**src/rtl/mdu_iter_pkg.sv**
```systemverilog
// Shared types for the iterative multiply/divide unit: RISC-V M-extension
// funct3 encoding, FSM states and the default retire rate.
package mdu_iter_pkg;

  localparam int MDU_STEP_BITS = 2;

  typedef enum logic [2:0] {
    MDU_MUL    = 3'd0,
    MDU_MULH   = 3'd1,
    MDU_MULHSU = 3'd2,
    MDU_MULHU  = 3'd3,
    MDU_DIV    = 3'd4,
    MDU_DIVU   = 3'd5,
    MDU_REM    = 3'd6,
    MDU_REMU   = 3'd7
  } mdu_op_t;

  typedef enum logic [1:0] {
    ST_IDLE   = 2'd0,
    ST_CALC   = 2'd1,
    ST_FINISH = 2'd2
  } mdu_state_t;

endpackage

```
**src/rtl/mdu_iter_if.sv**
```systemverilog
// Request/response bundle between the execute stage (master) and mdu_iter (slave).
interface mdu_iter_if #(
  parameter int XLEN  = 64,
  parameter int TAG_W = 5
);
  logic             kill_i;
  logic             req_valid_i;
  logic             req_ready_o;
  logic [2:0]       op_i;
  logic             word_i;
  logic [XLEN-1:0]  src1_i;
  logic [XLEN-1:0]  src2_i;
  logic [TAG_W-1:0] tag_i;
  logic             resp_valid_o;
  logic [XLEN-1:0]  resp_data_o;
  logic [TAG_W-1:0] resp_tag_o;
  logic             busy_o;

  modport master (
    output kill_i, req_valid_i, op_i, word_i, src1_i, src2_i, tag_i,
    input  req_ready_o, resp_valid_o, resp_data_o, resp_tag_o, busy_o
  );

  modport slave (
    input  kill_i, req_valid_i, op_i, word_i, src1_i, src2_i, tag_i,
    output req_ready_o, resp_valid_o, resp_data_o, resp_tag_o, busy_o
  );
endinterface

```
**src/rtl/mdu_iter_step.sv**
```systemverilog
// One iteration of the shared datapath: STEP_BITS of shift-add (multiply)
// or STEP_BITS restoring compare/subtract stages (divide).
module mdu_iter_step #(
  parameter int XLEN      = 64,
  parameter int STEP_BITS = 2
) (
  input  logic            div_i,
  input  logic [XLEN-1:0] hi_i,
  input  logic [XLEN-1:0] lo_i,
  input  logic [XLEN-1:0] opd_i,
  output logic [XLEN-1:0] hi_o,
  output logic [XLEN-1:0] lo_o
);

  logic [XLEN:0]             rem_t;
  logic [XLEN-1:0]           quo_t;
  logic [XLEN+STEP_BITS-1:0] sum_t;

  // Divide: hi = partial remainder, lo = dividend bits shifting out / quotient shifting in.
  // Multiply: hi = upper partial product, lo = multiplier shifting out / product low bits in.
  always_comb begin
    rem_t = {1'b0, hi_i};
    quo_t = lo_i;
    sum_t = {{STEP_BITS{1'b0}}, hi_i};
    hi_o  = hi_i;
    lo_o  = lo_i;
    if (div_i) begin
      for (int k = 0; k < STEP_BITS; k++) begin
        rem_t = {rem_t[XLEN-1:0], quo_t[XLEN-1]};
        quo_t = {quo_t[XLEN-2:0], 1'b0};
        if (rem_t >= {1'b0, opd_i}) begin
          rem_t    = rem_t - {1'b0, opd_i};
          quo_t[0] = 1'b1;
        end
      end
      hi_o = rem_t[XLEN-1:0];
      lo_o = quo_t;
    end else begin
      for (int k = 0; k < STEP_BITS; k++) begin
        if (lo_i[k]) sum_t = sum_t + ({{STEP_BITS{1'b0}}, opd_i} << k);
      end
      hi_o = sum_t[XLEN+STEP_BITS-1:STEP_BITS];
      lo_o = {sum_t[STEP_BITS-1:0], lo_i[XLEN-1:STEP_BITS]};
    end
  end

endmodule

```
**src/rtl/mdu_iter.sv**
```systemverilog
// Iterative multiply/divide unit: sign-magnitude capture, one shared step per
// cycle, sign fix-up on the FINISH load, single-cycle divide special cases.
module mdu_iter
  import mdu_iter_pkg::*;
#(
  parameter int XLEN      = 64,
  parameter int STEP_BITS = MDU_STEP_BITS,
  parameter int TAG_W     = 5
) (
  input  logic       clk_i,
  input  logic       rstn_i,
  mdu_iter_if.slave  bus
);

  localparam int ITER_X = XLEN / STEP_BITS;
  localparam int ITER_W = 32 / STEP_BITS;
  localparam int CNT_W  = $clog2(ITER_X);

  function automatic logic [XLEN-1:0] wext(input logic [31:0] v, input logic sgn);
    return {{(XLEN-32){sgn & v[31]}}, v};
  endfunction

  function automatic logic [XLEN-1:0] wfix(input logic w, input logic [XLEN-1:0] v);
    return w ? {{(XLEN-32){v[31]}}, v[31:0]} : v;
  endfunction

  mdu_state_t       state_q, state_d;
  logic [CNT_W-1:0] cnt_q, cnt_d;
  logic [XLEN-1:0]  rdata_q, rdata_d;
  logic [TAG_W-1:0] rtag_q, rtag_d;
  logic [XLEN-1:0]  hi_q, hi_d, lo_q, lo_d, opd_q, opd_d;
  mdu_op_t          op_q, op_d;
  logic             word_q, word_d, neg_q, neg_d;
  logic [TAG_W-1:0] tag_q, tag_d;
  logic [XLEN-1:0]  step_hi, step_lo;

  mdu_op_t         op_in;
  logic            div_in, rem_in, sgn1, sgn2, neg1, neg2, neg_in;
  logic            div0, ovf, special;
  logic [XLEN-1:0] ext1, ext2, mag1, mag2, min_v, spec_res;
  logic [2*XLEN-1:0] prod;
  logic [XLEN-1:0] quo, rem, calc_res;
  logic            ready_c, accept_c, busy_c, rvalid_c;

  mdu_iter_step #(.XLEN(XLEN), .STEP_BITS(STEP_BITS)) u_step (
    .div_i (op_q[2]),
    .hi_i  (hi_q),
    .lo_i  (lo_q),
    .opd_i (opd_q),
    .hi_o  (step_hi),
    .lo_o  (step_lo)
  );

  // Capture: extend, take magnitudes, detect the divide special cases.
  always_comb begin
    op_in  = mdu_op_t'(bus.op_i);
    div_in = bus.op_i[2];
    rem_in = (op_in == MDU_REM) || (op_in == MDU_REMU);
    sgn1   = (op_in == MDU_MUL) || (op_in == MDU_MULH) || (op_in == MDU_MULHSU) ||
             (op_in == MDU_DIV) || (op_in == MDU_REM);
    sgn2   = (op_in == MDU_MUL) || (op_in == MDU_MULH) ||
             (op_in == MDU_DIV) || (op_in == MDU_REM);
    ext1   = bus.word_i ? wext(bus.src1_i[31:0], sgn1) : bus.src1_i;
    ext2   = bus.word_i ? wext(bus.src2_i[31:0], sgn2) : bus.src2_i;
    neg1   = sgn1 & ext1[XLEN-1];
    neg2   = sgn2 & ext2[XLEN-1];
    mag1   = neg1 ? -ext1 : ext1;
    mag2   = neg2 ? -ext2 : ext2;
    neg_in = (div_in && rem_in) ? neg1 : (neg1 ^ neg2);
    min_v  = bus.word_i ? {{(XLEN-31){1'b1}}, {31{1'b0}}} : {1'b1, {(XLEN-1){1'b0}}};
    div0   = div_in && (ext2 == '0);
    ovf    = div_in && sgn2 && (ext1 == min_v) && (ext2 == '1);
    special  = div0 || ovf;
    spec_res = wfix(bus.word_i, div0 ? (rem_in ? ext1 : '1) : (rem_in ? '0 : ext1));
  end

  // Result of the final iteration, sign-corrected.
  always_comb begin
    prod = {step_hi, step_lo};
    if (word_q) prod = prod >> (XLEN - 32);
    if (neg_q)  prod = -prod;
    quo = neg_q ? -step_lo : step_lo;
    rem = neg_q ? -step_hi : step_hi;
    case (op_q)
      MDU_MUL:                        calc_res = prod[XLEN-1:0];
      MDU_MULH, MDU_MULHSU, MDU_MULHU:
        calc_res = word_q ? {{(XLEN-32){1'b0}}, prod[63:32]} : prod[2*XLEN-1:XLEN];
      MDU_DIV, MDU_DIVU:              calc_res = quo;
      default:                        calc_res = rem;
    endcase
    calc_res = wfix(word_q, calc_res);
  end

  always_comb begin
    state_d  = state_q;
    cnt_d    = cnt_q;
    rdata_d  = rdata_q;
    rtag_d   = rtag_q;
    hi_d     = hi_q;
    lo_d     = lo_q;
    opd_d    = opd_q;
    op_d     = op_q;
    word_d   = word_q;
    neg_d    = neg_q;
    tag_d    = tag_q;
    ready_c  = 1'b0;
    rvalid_c = 1'b0;
    case (state_q)
      ST_IDLE: ready_c = 1'b1;
      ST_CALC: begin
        hi_d = step_hi;
        lo_d = step_lo;
        if (cnt_q == '0) begin
          state_d = ST_FINISH;
          rdata_d = calc_res;
          rtag_d  = tag_q;
        end else begin
          cnt_d = cnt_q - 1'b1;
        end
      end
      ST_FINISH: begin
        ready_c  = 1'b1;
        rvalid_c = 1'b1;
        state_d  = ST_IDLE;
      end
      default: state_d = ST_IDLE;
    endcase

    accept_c = bus.req_valid_i & ready_c & ~bus.kill_i;
    if (accept_c) begin
      op_d   = op_in;
      word_d = bus.word_i;
      neg_d  = neg_in;
      tag_d  = bus.tag_i;
      hi_d   = '0;
      cnt_d  = bus.word_i ? CNT_W'(ITER_W - 1) : CNT_W'(ITER_X - 1);
      if (div_in) begin
        lo_d  = bus.word_i ? (mag1 << (XLEN - 32)) : mag1;
        opd_d = mag2;
      end else begin
        lo_d  = mag2;
        opd_d = mag1;
      end
      if (special) begin
        state_d = ST_FINISH;
        rdata_d = spec_res;
        rtag_d  = bus.tag_i;
      end else begin
        state_d = ST_CALC;
      end
    end

    // Flush abandons everything, including a response about to be loaded.
    if (bus.kill_i) begin
      state_d  = ST_IDLE;
      rdata_d  = rdata_q;
      rtag_d   = rtag_q;
      rvalid_c = 1'b0;
    end
    busy_c = (accept_c || (state_q == ST_CALC)) && !bus.kill_i;
  end

  always_ff @(posedge clk_i or negedge rstn_i) begin
    if (!rstn_i) begin
      state_q <= ST_IDLE;
      cnt_q   <= '0;
      rdata_q <= '0;
      rtag_q  <= '0;
    end else begin
      state_q <= state_d;
      cnt_q   <= cnt_d;
      rdata_q <= rdata_d;
      rtag_q  <= rtag_d;
    end
  end

  always_ff @(posedge clk_i) begin
    hi_q   <= hi_d;
    lo_q   <= lo_d;
    opd_q  <= opd_d;
    op_q   <= op_d;
    word_q <= word_d;
    neg_q  <= neg_d;
    tag_q  <= tag_d;
  end

  assign bus.req_ready_o  = ready_c;
  assign bus.resp_valid_o = rvalid_c;
  assign bus.resp_data_o  = rdata_q;
  assign bus.resp_tag_o   = rtag_q;
  assign bus.busy_o       = busy_c;

endmodule
```
**src/flat_wrapper.sv**
```systemverilog
// flat-port wrapper written by rule: the top's interface ports become plain ports
module mdu_iter_flat import mdu_iter_pkg::*;
#(
  parameter int XLEN      = 64,
  parameter int STEP_BITS = MDU_STEP_BITS,
  parameter int TAG_W     = 5
)
  (clk_i, rstn_i, bus_kill_i, bus_req_valid_i, bus_op_i, bus_word_i, bus_src1_i, bus_src2_i, bus_tag_i, bus_req_ready_o, bus_resp_valid_o, bus_resp_data_o, bus_resp_tag_o, bus_busy_o);
  mdu_iter_if #(.XLEN(XLEN), .TAG_W(TAG_W)) bus_i ();
  input  logic clk_i;
  input  logic rstn_i;
  input wire logic [$bits(bus_i.kill_i)-1:0] bus_kill_i;
  input wire logic [$bits(bus_i.req_valid_i)-1:0] bus_req_valid_i;
  input wire logic [$bits(bus_i.op_i)-1:0] bus_op_i;
  input wire logic [$bits(bus_i.word_i)-1:0] bus_word_i;
  input wire logic [$bits(bus_i.src1_i)-1:0] bus_src1_i;
  input wire logic [$bits(bus_i.src2_i)-1:0] bus_src2_i;
  input wire logic [$bits(bus_i.tag_i)-1:0] bus_tag_i;
  output wire logic [$bits(bus_i.req_ready_o)-1:0] bus_req_ready_o;
  output wire logic [$bits(bus_i.resp_valid_o)-1:0] bus_resp_valid_o;
  output wire logic [$bits(bus_i.resp_data_o)-1:0] bus_resp_data_o;
  output wire logic [$bits(bus_i.resp_tag_o)-1:0] bus_resp_tag_o;
  output wire logic [$bits(bus_i.busy_o)-1:0] bus_busy_o;
  assign bus_i.kill_i = bus_kill_i;
  assign bus_i.req_valid_i = bus_req_valid_i;
  assign bus_i.op_i = bus_op_i;
  assign bus_i.word_i = bus_word_i;
  assign bus_i.src1_i = bus_src1_i;
  assign bus_i.src2_i = bus_src2_i;
  assign bus_i.tag_i = bus_tag_i;
  assign bus_req_ready_o = bus_i.req_ready_o;
  assign bus_resp_valid_o = bus_i.resp_valid_o;
  assign bus_resp_data_o = bus_i.resp_data_o;
  assign bus_resp_tag_o = bus_i.resp_tag_o;
  assign bus_busy_o = bus_i.busy_o;
  mdu_iter #(.XLEN(XLEN), .STEP_BITS(STEP_BITS), .TAG_W(TAG_W)) u_core (.clk_i(clk_i), .rstn_i(rstn_i), .bus(bus_i));
endmodule
```
**config.mk**
```make
export PLATFORM = sky130hd
export DESIGN_NAME = mdu_iter_flat
export DESIGN_NICKNAME = d
export VERILOG_FILES = /design/src/rtl/mdu_iter_pkg.sv /design/src/rtl/mdu_iter_if.sv /design/src/rtl/mdu_iter_step.sv /design/src/rtl/mdu_iter.sv /design/src/flat_wrapper.sv
export SDC_FILE = /design/constraint.sdc
export NUM_CORES = 2
export LEC_CHECK = 0
export BUFFER_PORTS_ARGS = -buffer_cell sky130_fd_sc_hd__buf_2
export CORE_MARGIN = 8
export CORE_UTILIZATION = 65
export CTS_BUF_LIST = sky130_fd_sc_hd__clkbuf_4 sky130_fd_sc_hd__clkbuf_8
export DETAILED_ROUTE_END_ITERATION = 12
export PLACE_DENSITY = 0.83
export SKIP_CTS_REPAIR_TIMING = 1
export SLEW_MARGIN = 15
export SYNTH_ARGS = -nofsm -noshare
export SYNTH_HDL_FRONTEND = slang
export SYNTH_SLANG_ARGS = --single-unit
```
**constraint.sdc**
```tcl
create_clock -name clk_i -period 12.8 [get_ports clk_i]
set_clock_uncertainty 0.05 [all_clocks]
set_input_delay 2.56 -clock clk_i [delete_from_list [all_inputs] [get_ports clk_i]]
set_output_delay 2.56 -clock clk_i [all_outputs]
set_load 0.02 [all_outputs]
```
==> flow_summary.json, run 1 <==
{
  "synth_commonest_cells": "nand2_1 (844), a21oi_1 (720), nor2_1 (699), o21ai_0 (592), clkbuf_1 (326)",
  "yosysTopAreaCell": "edfxtp_1",
  "status": "stopped before the end",
  "clock_path_buffers": 3,
  "dieWidth_um": 293,
  "grt_overflow_total": 89,
  "cts_sinks": 278,
  "grt_start_max_net_pins": 205,
  "synth_seq_cells": 278,
  "yosysSeqAreaShare": 0.147,
  "groute.usage.overall": 0.667,
  "htreeDepth": 2,
  "cts_buffers": 51,
  "yosys-top-cells-area": "edfxtp_1 (8.3%), a21oi_1 (7.2%), ha_1 (6.6%)",
  "first_global_vias": 63919,
  "cts_root_buf": "clkbuf_8",
  "dp_hpwl_mm": 206,
  "dieHeight_um": 293,
  "port_buffers": 212,
  "first-error": "[ERROR GRT-0116] Global routing finished with congestion. Check the congestion regions in the DRC Viewer.",
  "syn-num-nets": 7503,
  "gp_congestion": 1.39,
  "initial_utilization": 0.656,
  "netlist_area_um2": 49700,
  "syn_inst": 7095,
  "yosysMostFrequentCell": "nand2_1",
  "yosysWarnings": 0,
  "synth-async-reset-ratio": 0.273,
  "ios": 213,
  "synthFlopType": "edfxtp_1",
  "lastStage": "5_1_grt",
  "synth_top_area_frac": 0.0833,
  "synth_cell_types": 140,
  "grt_first_pass_wirelength_mm": 433,
  "avgSynthCellArea_um2": 7.01,
  "num_rows": 101,
  "synth-edff-count": 138
}
[cells by family after synthesis]
family | count (synthesis) | synth area share
AO/OA/AOI/OAI | 2582 | 0.344
adder cells (fa/ha/maj) | 268 | 0.0680
flip-flops | 278 | 0.147
buffers and inverters | 681 | 0.0592
AND/OR/NAND/NOR | 2578 | 0.246
XOR/XNOR | 467 | 0.0823
multiplexers | 241 | 0.0535
[metrics by stage]
stage	hold slack, ps	area (um2)	utilization	std cells	setup WS [ps]
after CTS	459	52000	0.686	8016	1230
after detailed placement	452	50800	0.670	7920	1340
after global placement	434	50800	0.670	7920	1120
after floorplan	419	49700	-	7095	3620
[metal layers]
layer	GRT usage	overflow
met1	0.667	0
met2	0.806	45
met5	0.311	0
met4	0.616	42
met3	0.563	2
==> run 2, diff against run 1 <==
--- a/config.mk
+++ b/config.mk
@@ -7,10 +7,9 @@
 export LEC_CHECK = 0
 export BUFFER_PORTS_ARGS = -buffer_cell sky130_fd_sc_hd__buf_2
 export CORE_MARGIN = 8
-export CORE_UTILIZATION = 65
-export CTS_BUF_LIST = sky130_fd_sc_hd__clkbuf_4 sky130_fd_sc_hd__clkbuf_8
+export CORE_UTILIZATION = 40
 export DETAILED_ROUTE_END_ITERATION = 12
-export PLACE_DENSITY = 0.83
+export PLACE_DENSITY_LB_ADDON = 0.15
 export SKIP_CTS_REPAIR_TIMING = 1
 export SLEW_MARGIN = 15
 export SYNTH_ARGS = -nofsm -noshare
==> flow_summary.json, run 2 <==
{
  "status": "finished, violations left",
  "violations": "setup timing",
  "finalPower_w": 0.0180,
  "area_delta_synth_final_pct": 8.49,
  "core_area_um2": 123000,
  "dpl_worst_slack_ps": 643,
  "path_clk_slew_ps": 60,
  "cts_tree": "done",
  "finalHoldViolCount": 0,
  "final-setup-viol-count": 1,
  "synth-async-reset-ratio": 0.273,
  "holdCritPathClass": "register to register",
  "cts_root_buf": "clkbuf_16",
  "htreeDepth": 2,
  "crit_path_end_kind": "register",
  "cp_slowest_stage_delay_ps": 1100,
  "ant_nets": 0,
  "syn-num-nets": 7503,
  "multi_input_area_um2": 39600,
  "synth_commonest_cells": "nand2_1 (844), a21oi_1 (720), nor2_1 (699), o21ai_0 (592), clkbuf_1 (326)",
  "grt_use_met2": 0.675,
  "grt_start_max_net_pins": 130,
  "yosys-top-cells-area": "edfxtp_1 (8.3%), a21oi_1 (7.2%), ha_1 (6.6%)",
  "crit_start": "u_core.opd_q[29]",
  "ios": 213,
  "viasPerCell": 7.16,
  "rsz0062_at_grt": "false",
  "met3_usage": 0.149,
  "slowest_stage": "a221oi_1",
  "yosysTopAreaCell": "edfxtp_1",
  "netlist_area_um2": 49700,
  "clock_path_buffers": 3,
  "cp.arrival_ps": 13420,
  "setup_slack_ps": -110,
  "r2r_setup_slack_ps": -110,
  "final_cell_mix": "nand2_1 (843), a21oi_1 (715), nor2_1 (692)",
  "seq_area_um2": 7330,
  "busiest_layer": "met2",
  "rr_endpoint": "u_core.bus.resp_data_o[37]",
  "synthFlopType": "edfxtp_1",
  "avgSynthCellArea_um2": 7.01,
  "clk_latency_ps": 650,
  "drv_cap": 0,
  "syn_inst": 7095,
  "rr_worst_depth": 29,
  "dp_hpwl_mm": 267,
  "first_global_vias": 57637,
  "synth_seq_cells": 278,
  "rr_startpoint": "u_core.opd_q[29]",
  "p_leak_nw": 20.8,
  "crit_fanout": 37,
  "yosysMostFrequentCell": "nand2_1",
  "cts_sinks": 278,
  "dr.pass1.iters": 9,
  "grt_first_pass_wirelength_mm": 456,
  "synth_cell_types": 140,
  "num_rows": 129,
  "fin_crit_sh": 1.01,
  "layout_commonest_cell": "nand2_1",
  "fin_crit_ps": 12910,
  "endpoint": "u_core.bus.resp_data_o[37]",
  "met1_usage": 0.562,
  "grt_overflow_total": 0,
  "cts_buffers": 39,
  "dr.first_iter.drc_count": 9790,
  "yosysSeqAreaShare": 0.147,
  "gp_congestion": 1.11,
  "vias": 62718,
  "cp.required_ps": 13310,
  "p_per_area_nw_per_um2": 333,
  "maxSlewHeadroom": 0.0482,
  "fin_nets": 7488,
  "dieHeight_um": 369,
  "dieArea_um2": 136000,
  "fill_cells": 13139,
  "antenna_found_initial": 41,
  "dieWidth_um": 369,
  "synth-edff-count": 138,
  "layout-drive-gt1-share": 0.113,
  "post-route-drc-count": 0,
  "crit_path_start_kind": "register",
  "wl_per_cell_um": 37.7,
  "synth_top_area_frac": 0.0833,
  "fmax_mhz": 77.5,
  "yosysWarnings": 0,
  "drv_slew": 0,
  "initial_utilization": 0.403,
  "groute.usage.overall": 0.460,
  "ir_drop_uv": 230,
  "port_buffers": 212,
  "drt-total-wl_mm": 330,
  "worstMarginPinSlew_ps": 1410,
  "crit_type": "register to register"
}
[run 2: cell counts after synthesis]
Identical to the previous run, type by type.
[run 2: kinds of logic (layout without fill, tap and decap cells)]
logic type | count (synthesis) | after routing | synth area share
AND/OR/NAND/NOR | 2578 | 2578 | 0.246
adder cells (fa/ha/maj) | 268 | 268 | 0.0680
other | 0 | 13 | 0
flip-flops | 278 | 278 | 0.147
buffers and inverters | 681 | 696 | 0.0592
XOR/XNOR | 467 | 467 | 0.0823
multiplexers | 241 | 241 | 0.0535
AO/OA/AOI/OAI | 2582 | 2582 | 0.344
[run 2: cell type report]
cell class / instances / share of cell area
antenna: 13 / 0.000603
multi-input combinational: 6136 / 0.735
timing repair buffer: 425 / 0.0513
clock inverter: 20 / 0.00517
clock buffer: 51 / 0.0204
sequential: 278 / 0.136
inverter: 200 / 0.0141
tap: 1637 / 0.0380
[run 2: report_power, final]
part	total, W	internal [W]	switching (W)
logic	0.0153	0.00457	0.0107
registers	0.00140	0.00111	0.000289
clock network	0.00125	0.000715	0.000531
total	0.0180	0.00639	0.0116
[run 2: worst min-delay path by stage]
stage                                     from                          to  slack [ps]  cells past startpoint
floorplan                      u_core.cnt_q[0]             u_core.cnt_q[0]         420                      1
global placement    u_core.bus.resp_data_o[25]  u_core.bus.resp_data_o[25]         420                      2
detailed placement  u_core.bus.resp_data_o[25]  u_core.bus.resp_data_o[25]         430                      2
CTS                 u_core.bus.resp_data_o[25]  u_core.bus.resp_data_o[25]         460                      2
global route                   u_core.cnt_q[0]             u_core.cnt_q[0]         480                      1
finish              u_core.bus.resp_data_o[25]  u_core.bus.resp_data_o[25]         450                      2
[run 2: per-stage QoR]
stage	setup TNS [ps]	hold WS (ps)	utilization	instances	area [um2]
after floorplan	0	419	-	7095	49700
after global placement	0	419	0.424	8667	52400
after detailed placement	0	432	0.424	8669	52400
after CTS	0	456	0.436	8740	53800
after global routing	0	476	0.437	8747	53900
final	-110	454	0.437	8760	53900
[run 2: layer usage]
metal	wire [um]	vias up
li1	-	26640
met1	123000	30187
met2	135000	4744
met3	41200	1113
met4	30700	34
met5	316	-
[run 2: critical path, delay by kind of cell (launching register included)]
kind | cells | cell delay [ps]
multiplexers | 1 | 390
flip-flops | 1 | 510
adder cells (fa/ha/maj) | 2 | 890
AND/OR/NAND/NOR | 5 | 2210
AO/OA/AOI/OAI | 17 | 7440
buffers and inverters | 4 | 1200
Power figures use the tool's default switching activity.
